[config.mk]
export PLATFORM = sky130hd
export DESIGN_NAME = reg_write_arbiter_flat
export DESIGN_NICKNAME = d
export VERILOG_FILES = /design/src/rtl/reg_write_arbiter_pkg.sv /design/src/rtl/reg_write_arbiter_if.sv /design/src/rtl/reg_write_arbiter_scoreboard.sv /design/src/rtl/reg_write_arbiter.sv /design/src/flat_wrapper.sv
export SDC_FILE = /design/constraint.sdc
export NUM_CORES = 1
export LEC_CHECK = 0
export BUFFER_PORTS_ARGS = -buffer_cell sky130_fd_sc_hd__buf_4
export CAP_MARGIN = 0
export CORE_ASPECT_RATIO = 1.2
export CORE_MARGIN = 2
export CORE_UTILIZATION = 53
export DETAILED_ROUTE_END_ITERATION = 16
export PLACE_DENSITY_LB_ADDON = 0.08
export SETUP_SLACK_MARGIN = 0.02
export SYNTH_ARGS = -nofsm -noshare
export SYNTH_HDL_FRONTEND = slang
export SYNTH_SLANG_ARGS = --single-unit
[constraint.sdc]
create_clock -name CLK -period 6.73 [get_ports CLK]
set_clock_uncertainty 0.1 [all_clocks]
set_input_delay 0.673 -clock CLK [delete_from_list [all_inputs] [get_ports CLK]]
set_output_delay 0.673 -clock CLK [all_outputs]
set_load 0.02 [all_outputs]
[src/rtl/reg_write_arbiter_pkg.sv]
// Shared widths and types for the register-file write arbiter.
// Defaults: 8-bit data, 8 registers, up to 2 loads in flight.
package reg_write_arbiter_pkg;
    localparam int DATA_W    = 8;
    localparam int ADDR_W    = 3;
    localparam int NREGS     = 1 << ADDR_W;
    localparam int MAX_LOADS = 2;
    localparam int CNT_W     = $clog2(MAX_LOADS + 1);

    typedef logic [DATA_W-1:0] data_t;
    typedef logic [ADDR_W-1:0] addr_t;
    typedef logic [NREGS-1:0]  mask_t;
    typedef logic [CNT_W-1:0]  cnt_t;

    typedef struct packed {
        logic  write;
        addr_t addr;
        data_t data;
    } wr_req_t;
endpackage

[src/rtl/reg_write_arbiter_if.sv]
// Bundle of ALU writeback, load issue/return, hazard and register-file write signals.
// slave = arbiter side, master = CPU/control side.
interface reg_write_arbiter_if;
    import reg_write_arbiter_pkg::*;

    logic  ALU_VALID;
    addr_t ALU_ADDR;
    data_t ALU_DATA;
    logic  ALU_READY;
    logic  LD_ISSUE;
    addr_t LD_ISSUE_ADDR;
    logic  LD_VALID;
    addr_t LD_ADDR;
    data_t LD_DATA;
    addr_t RD1_ADDR;
    addr_t RD2_ADDR;
    logic  HAZARD;
    logic  ISSUE_FULL;
    mask_t BUSY_MASK;
    logic  ERR;
    logic  WRITE;
    addr_t INADDRESS;
    data_t IN;

    modport slave (
        input  ALU_VALID, ALU_ADDR, ALU_DATA, LD_ISSUE, LD_ISSUE_ADDR,
               LD_VALID, LD_ADDR, LD_DATA, RD1_ADDR, RD2_ADDR,
        output ALU_READY, HAZARD, ISSUE_FULL, BUSY_MASK, ERR, WRITE, INADDRESS, IN
    );

    modport master (
        output ALU_VALID, ALU_ADDR, ALU_DATA, LD_ISSUE, LD_ISSUE_ADDR,
               LD_VALID, LD_ADDR, LD_DATA, RD1_ADDR, RD2_ADDR,
        input  ALU_READY, HAZARD, ISSUE_FULL, BUSY_MASK, ERR, WRITE, INADDRESS, IN
    );
endinterface

[src/rtl/reg_write_arbiter_scoreboard.sv]
// Load scoreboard: per-register busy bits, outstanding-load counter, sticky error.
// A same-cycle return is applied before the issue check so it frees its slot and bit.
module load_scoreboard
    import reg_write_arbiter_pkg::*;
(
    input  logic  clk,
    input  logic  rst,
    input  logic  ld_issue,
    input  addr_t ld_issue_addr,
    input  logic  ld_valid,
    input  addr_t ld_addr,
    output mask_t busy_mask,
    output logic  issue_full,
    output logic  err
);
    mask_t busy_q, busy_d, busy_ret;
    cnt_t  cnt_q, cnt_d, cnt_ret;
    logic  err_q, err_d;
    logic  ret_hit, ret_miss, issue_ok;

    always_comb begin
        ret_hit  = ld_valid & busy_q[ld_addr];
        ret_miss = ld_valid & ~busy_q[ld_addr];
        busy_ret = busy_q;
        if (ret_hit) busy_ret[ld_addr] = 1'b0;
        cnt_ret  = cnt_q - cnt_t'(ret_hit);
        // Full and WAW checks see the post-return state.
        issue_ok = ld_issue & (cnt_ret != cnt_t'(MAX_LOADS)) & ~busy_ret[ld_issue_addr];
        busy_d   = busy_ret;
        if (issue_ok) busy_d[ld_issue_addr] = 1'b1;
        cnt_d    = cnt_ret + cnt_t'(issue_ok);
        err_d    = err_q | ret_miss | (ld_issue & ~issue_ok);
    end

    always_ff @(posedge clk) begin
        if (rst) begin
            busy_q <= '0;
            cnt_q  <= '0;
            err_q  <= 1'b0;
        end else begin
            busy_q <= busy_d;
            cnt_q  <= cnt_d;
            err_q  <= err_d;
        end
    end

    assign busy_mask  = busy_q;
    assign issue_full = (cnt_q == cnt_t'(MAX_LOADS));
    assign err        = err_q;
endmodule

[src/rtl/reg_write_arbiter.sv]
// Owns the register-file write port: load returns beat ALU writebacks, one-cycle
// registered write, and a stall signal covering in-flight loads and uncommitted writes.
module reg_write_arbiter
    import reg_write_arbiter_pkg::*;
(
    input  logic CLK,
    input  logic RESET,
    reg_write_arbiter_if.slave bus
);
    wr_req_t wr_q, wr_d;
    mask_t   busy;
    logic    alu_ready;
    logic    pend_hit;

    load_scoreboard u_sb (
        .clk           (CLK),
        .rst           (RESET),
        .ld_issue      (bus.LD_ISSUE),
        .ld_issue_addr (bus.LD_ISSUE_ADDR),
        .ld_valid      (bus.LD_VALID),
        .ld_addr       (bus.LD_ADDR),
        .busy_mask     (busy),
        .issue_full    (bus.ISSUE_FULL),
        .err           (bus.ERR)
    );

    // The busy term stops a younger ALU op overwriting a register a load still owns.
    assign alu_ready = !RESET && !bus.LD_VALID && !busy[bus.ALU_ADDR];

    always_comb begin
        wr_d       = wr_q;
        wr_d.write = 1'b0;
        if (bus.LD_VALID) begin
            wr_d = '{write: 1'b1, addr: bus.LD_ADDR, data: bus.LD_DATA};
        end else if (bus.ALU_VALID && alu_ready) begin
            wr_d = '{write: 1'b1, addr: bus.ALU_ADDR, data: bus.ALU_DATA};
        end
    end

    always_ff @(posedge CLK) begin
        if (RESET) wr_q <= '0;
        else       wr_q <= wr_d;
    end

    // A registered write lands in the file one edge later, so readers must still wait.
    assign pend_hit = wr_q.write && ((wr_q.addr == bus.RD1_ADDR) || (wr_q.addr == bus.RD2_ADDR));

    assign bus.HAZARD    = !RESET && (busy[bus.RD1_ADDR] || busy[bus.RD2_ADDR] || pend_hit);
    assign bus.ALU_READY = alu_ready;
    assign bus.BUSY_MASK = busy;
    assign bus.WRITE     = wr_q.write;
    assign bus.INADDRESS = wr_q.addr;
    assign bus.IN        = wr_q.data;
endmodule

[src/flat_wrapper.sv]
// flat-port wrapper written by rule: the top's interface ports become plain ports
module reg_write_arbiter_flat import reg_write_arbiter_pkg::*;
  (CLK, RESET, bus_ALU_VALID, bus_ALU_ADDR, bus_ALU_DATA, bus_LD_ISSUE, bus_LD_ISSUE_ADDR, bus_LD_VALID, bus_LD_ADDR, bus_LD_DATA, bus_RD1_ADDR, bus_RD2_ADDR, bus_ALU_READY, bus_HAZARD, bus_ISSUE_FULL, bus_BUSY_MASK, bus_ERR, bus_WRITE, bus_INADDRESS, bus_IN);
  reg_write_arbiter_if bus_i ();
  input  logic CLK;
  input  logic RESET;
  input wire logic [$bits(bus_i.ALU_VALID)-1:0] bus_ALU_VALID;
  input wire logic [$bits(bus_i.ALU_ADDR)-1:0] bus_ALU_ADDR;
  input wire logic [$bits(bus_i.ALU_DATA)-1:0] bus_ALU_DATA;
  input wire logic [$bits(bus_i.LD_ISSUE)-1:0] bus_LD_ISSUE;
  input wire logic [$bits(bus_i.LD_ISSUE_ADDR)-1:0] bus_LD_ISSUE_ADDR;
  input wire logic [$bits(bus_i.LD_VALID)-1:0] bus_LD_VALID;
  input wire logic [$bits(bus_i.LD_ADDR)-1:0] bus_LD_ADDR;
  input wire logic [$bits(bus_i.LD_DATA)-1:0] bus_LD_DATA;
  input wire logic [$bits(bus_i.RD1_ADDR)-1:0] bus_RD1_ADDR;
  input wire logic [$bits(bus_i.RD2_ADDR)-1:0] bus_RD2_ADDR;
  output wire logic [$bits(bus_i.ALU_READY)-1:0] bus_ALU_READY;
  output wire logic [$bits(bus_i.HAZARD)-1:0] bus_HAZARD;
  output wire logic [$bits(bus_i.ISSUE_FULL)-1:0] bus_ISSUE_FULL;
  output wire logic [$bits(bus_i.BUSY_MASK)-1:0] bus_BUSY_MASK;
  output wire logic [$bits(bus_i.ERR)-1:0] bus_ERR;
  output wire logic [$bits(bus_i.WRITE)-1:0] bus_WRITE;
  output wire logic [$bits(bus_i.INADDRESS)-1:0] bus_INADDRESS;
  output wire logic [$bits(bus_i.IN)-1:0] bus_IN;
  assign bus_i.ALU_VALID = bus_ALU_VALID;
  assign bus_i.ALU_ADDR = bus_ALU_ADDR;
  assign bus_i.ALU_DATA = bus_ALU_DATA;
  assign bus_i.LD_ISSUE = bus_LD_ISSUE;
  assign bus_i.LD_ISSUE_ADDR = bus_LD_ISSUE_ADDR;
  assign bus_i.LD_VALID = bus_LD_VALID;
  assign bus_i.LD_ADDR = bus_LD_ADDR;
  assign bus_i.LD_DATA = bus_LD_DATA;
  assign bus_i.RD1_ADDR = bus_RD1_ADDR;
  assign bus_i.RD2_ADDR = bus_RD2_ADDR;
  assign bus_ALU_READY = bus_i.ALU_READY;
  assign bus_HAZARD = bus_i.HAZARD;
  assign bus_ISSUE_FULL = bus_i.ISSUE_FULL;
  assign bus_BUSY_MASK = bus_i.BUSY_MASK;
  assign bus_ERR = bus_i.ERR;
  assign bus_WRITE = bus_i.WRITE;
  assign bus_INADDRESS = bus_i.INADDRESS;
  assign bus_IN = bus_i.IN;
  reg_write_arbiter u_core (.CLK(CLK), .RESET(RESET), .bus(bus_i));
endmodule
-- Word level (Yosys, flattened, before mapping)
Index checks and enable logic that the tools add are counted.
- muxes and demuxes: 18
- add/sub/neg operators: 2
- magnitude comparators: 7
- equality and inequality tests: 4
- bitwise operators: 13
- reductions and logical operators: 14
- operators by type and width (operator ; count):
    $mux 12 ; 2
    $lt 3x4->1 const B ; 5
    $mux 8 ; 2
    $bmux 1 s3 ; 5
    $and 8x8->8 ; 1
    $not 8->8 ; 1
    $or 8x8->8 ; 1
    $logic_and 1x1->1 ; 7
    $mux 1 ; 7
    $demux 1 s3 ; 2
    $eq 3x3->1 ; 2
    $ge 3x1->1 const B ; 2
    $and 1x1->1 ; 5
    $logic_not 1->1 ; 3
    $logic_or 1x1->1 ; 3
    $not 1->1 ; 3
    $add 2x1->2 ; 1
    $eq 2x2->1 const B ; 1
    $ne 2x2->1 const B ; 1
    $or 1x1->1 ; 2
    $reduce_bool 2->1 ; 1
    $sub 2x1->2 ; 1
- bits in registers: 23
- logic and storage cells: 64
- input bits: 36
- output and inout bits: 24

-- Longest topological paths before layout
- depth after elaboration: 14
- mapped depth: 14
- gate-level depth less buffers: 13

-- Hierarchy
A second synthesis with hierarchy kept.
- cell total of the unflattened synthesis: 188
- area total of the unflattened synthesis: 1775.5 um2
- by module, submodules not included (module ; area each (um2) ; cells each ; seq. area each (um2) ; times used):
    reg_write_arbiter ; 979.7 ; 94 ; 240.2 ; 1
    load_scoreboard ; 795.8 ; 94 ; 220.2 ; 1

-- Least setup slack after synthesis
No wires, ideal clock.
- kind: in2reg
- start point: input port bus_LD_ADDR[1]
- end point: register u_core.u_sb.cnt_q[0]
- arrival time: 2.750 ns
- stages: 13
- required time: 6.513 ns
- slack: 3.763 ns
- buffers on the path: 1
- cell sequence: buf_6 -> mux2i_1 -> or3_1 -> and3_2 -> nor2b_1 -> ha_1 -> xor2_1 -> nand2_1 -> nand4_1 -> a31o_1 -> nor3_1 -> ha_1 -> nor2b_1
- longest elaborated chain between the ends: 12
- RTL lines (what ; RTL line ; RTL):
    start: declaration ; flat_wrapper.sv:13 ; input wire logic [$bits(bus_i.LD_ADDR)-1:0] bus_LD_ADDR;
    $lt 3x4->1 (not written as such) / $ge 3x1->1 (equally long branches) ; reg_write_arbiter_scoreboard.sv:25 ; if (ret_hit) busy_ret[ld_addr] = 1'b0;
    $logic_and 1x1->1 (not written as such) ; reg_write_arbiter_scoreboard.sv:25 ;
    $mux 1 (not written as such) ; reg_write_arbiter_scoreboard.sv:25 ;
    $demux 1 s3 ; reg_write_arbiter_scoreboard.sv:25 ;
    $not 8->8 (no source line) ; n/a ;
    $and 8x8->8 (no source line) ; n/a ;
    $mux 8 ; reg_write_arbiter_scoreboard.sv:25 ;
    $bmux 1 s3 ; reg_write_arbiter_scoreboard.sv:28 ; issue_ok = ld_issue & (cnt_ret != cnt_t'(MAX_LOADS)) & ~busy_ret[ld_issue_addr];
    $mux 1 (not written as such) ; reg_write_arbiter_scoreboard.sv:28 ;
    $not 1->1 ; reg_write_arbiter_scoreboard.sv:28 ;
    $and 1x1->1 ; reg_write_arbiter_scoreboard.sv:28 ;
    $add 2x1->2 * ; reg_write_arbiter_scoreboard.sv:31 ; cnt_d = cnt_ret + cnt_t'(issue_ok);
    net u_core.u_sb.cnt_d[0] ; reg_write_arbiter_scoreboard.sv:17 ; cnt_t cnt_q, cnt_d, cnt_ret;
    end signal: assignment ; reg_write_arbiter_scoreboard.sv:42 ; cnt_q <= cnt_d;
    end: declaration ; reg_write_arbiter_scoreboard.sv:17 ;
Mark *: on every way through the listed nets, which the timed path passes. The rest lies on a longest branch. The select of a mux whose other input is x is not followed.
A chain may end at the register's enable or synchronous reset.

-- Final worst setup path
- start point: input port bus_LD_ADDR[0]
- end point: register u_core.u_sb.cnt_q[0]
Same word-level chain as after synthesis.

==> flow_summary.toml <==
[die]
num_io_pins = 60
start_util_pct = 56.0
fp.coreArea_um2 = 2810
rows = 21
dieWidth_um = 53.8
die_h_um = 63.7
die_area_um2 = 3430

[timing]
finalCriticalPeriod_ns = 2.83
setup_viol_count_final = 0
tightest_slew_ns = 0.648
finalSetupTns_ns = 0
rsz0062_at_grt = "false"
slew_violations = 0
hold_viol_final = 0
relSlewSlack_pct = 56.7
max_freq_mhz = 354
fin_crit_sh_pct = 42.0

[global_route]
grt_pass1_wl_um = 6400
grt_util_all_layers_pct = 24.8
grt_max_degree = 18
first_global_vias = 1428
grt_overflow = 0
antenna_found_initial = 0

[placed_design]
port_buffers = 59
dp_hpwl_um = 3070
place_congestion = 0.901

[clocking]
root_buffer = "clkbuf_4"
cts-resized-gates = 0
cts-buffers-inserted = 3
holdBufCountCts = 0
cts_buffer_depth = 2
clkTransAtPathRegs_ns = 0.14
cts_tree = "built"
h-tree-depth = 1
clock_sinks = 23
cts_setup_buffers = 0
clk_latency_ns = 0.32

[synthesis]
avgSynthCellArea_um2 = 9.27
ys_types = 52
yosysTopAreaCell = "dfxtp_1"
ys_seq_area_share_pct = 29.2
synthDominantCellAreaShare_pct = 29.2
synth_warnings = 0
syn_nets = 208
synth_seq_cells = 23
synth_common_cells = "dfxtp_1, nand2_1, mux2i_1, o21ai_0, a21oi_1"
syn-cell-area_um2 = 1580
synthArstFlopShare_pct = 0
synth.area.top_cells = "dfxtp_1, mux2i_1, mux4_2"
yosysMostFrequentCell = "dfxtp_1"
yosys_most_used_dff = "dfxtp_1"
synth_edf_count = 0
syn_inst = 170

[outcome]
status = "completed"

[drt]
wl_um = 3910
drc = 0
wl_per_cell_um = 15.2
routed_via_density = 5.76
ant_nets = 0
first_iter_violations = 53
dr_total_vias = 1480
dr.pass1.iters = 4

[setup_path]
critPathCaptureType = "register"
worstPathRequired_ns = 6.86
path_class = "primary input to register"
start_kind = "primary input"
worstPathArrival_ns = 2.95
crit_fanout = 11

[layout]
area_growth_pct = 27.5
layout.nets = 262
diodes = 0
fill_cells = 226
utilization_pct = 71.4
drive_gt1_share_pct = 36.3

[job]
drv_cap = 0

[hold_path]
hp-class = "register to register"

[power]
power_uw = 331
peakVddDrop_v = 0.000154
power_density_nw_per_um2 = 165
p_leak_nw = 0.883
registers in the layout, indices dropped and copies added, names as in the netlist:
name,cells
u_core.u_sb.busy_mask,8
u_core.u_sb.cnt_q,2
u_core.bus.IN,8
u_core.bus.WRITE,1
u_core.u_sb.err,1
u_core.bus.INADDRESS,3
layer usage:
metal	wire length [µm]	global-route usage, %	vias to the layer above
met3	242	3.08	4
met5	0	0	-
met1	1580	31.8	694
li1	-	-	732
met2	2060	42.4	50
met4	23	6.73	0
stage by stage:
stage	hold slack, ns	setup WS, ns	instance area, µm²	std cells
global placement	0.401	3.63	1980	253
global route	0.432	3.72	2010	257
floorplan	0.467	3.76	1580	170
finish	0.441	3.90	2010	257
detailed placement	0.412	3.54	1980	253
CTS	0.442	3.89	2010	257
worst max-delay path, stage by stage:
cell	delay [ns]
buf_4	0.14
mux2i_1	0.24
o221a_4	0.23
and3_2	0.22
nor2b_1	0.06
ha_1	0.18
xor2_1	0.18
nand2_1	0.08
nand4_1	0.15
a31o_1	0.23
nor3_1	0.18
ha_1	0.25
nor2b_1	0.12
placed cells by master (no fill, tap or decap), drive strengths merged, types with 3 or more instances in the layout:
master,synthesis,final
inv,3,3
nor2b,4,4
o21ai,17,17
nand2,20,20
buf,5,59
mux2i,16,16
mux4,6,6
nor3,3,3
a21oi,11,11
nand2b,4,4
xor2,7,7
dfxtp,23,23
nand3,4,4
clkbuf,5,3
nor2,6,6
area by class of cell:
type	count	area [µm²]	share of cell area, %
sequential	23	460	22.9
timing repair buffer	59	443	22.1
tap	34	42.5	2.12
multi-input combinational	134	1020	50.8
inverter	3	11.3	0.561
clock buffer	3	22.5	1.12
clock inverter	1	7.51	0.374
path summary, 6_finish.rpt:
check | startpoint | to | slack [ns] | depth (start not counted)
setup / recovery | bus_LD_ADDR[0] | u_core.u_sb.cnt_q[0] | 3.90 | 13
hold / removal | u_core.u_sb.err | u_core.u_sb.err | 0.44 | 2
setup reg to reg | u_core.u_sb.busy_mask[4] | u_core.u_sb.cnt_q[0] | 3.97 | 12
hold reg to reg | u_core.u_sb.err | u_core.u_sb.err | 0.44 | 2
logic make-up after synthesis:
logic type,after synthesis,share of synthesized area (%)
simple gates,60,22.5
fa+ha+maj,2,1.59
compound gates,41,16.8
flops,23,29.2
xor+xnor,8,4.45
buf+inv,13,5.96
mux,23,19.5
where the power goes:
group	switching (mW)	total (mW)	internal (mW)
Clock	0.0452	0.0679	0.0227
Combinational	0.0537	0.107	0.0531
Sequential	0.00963	0.157	0.147
Note: power is estimated with default switching activity, not from simulation.
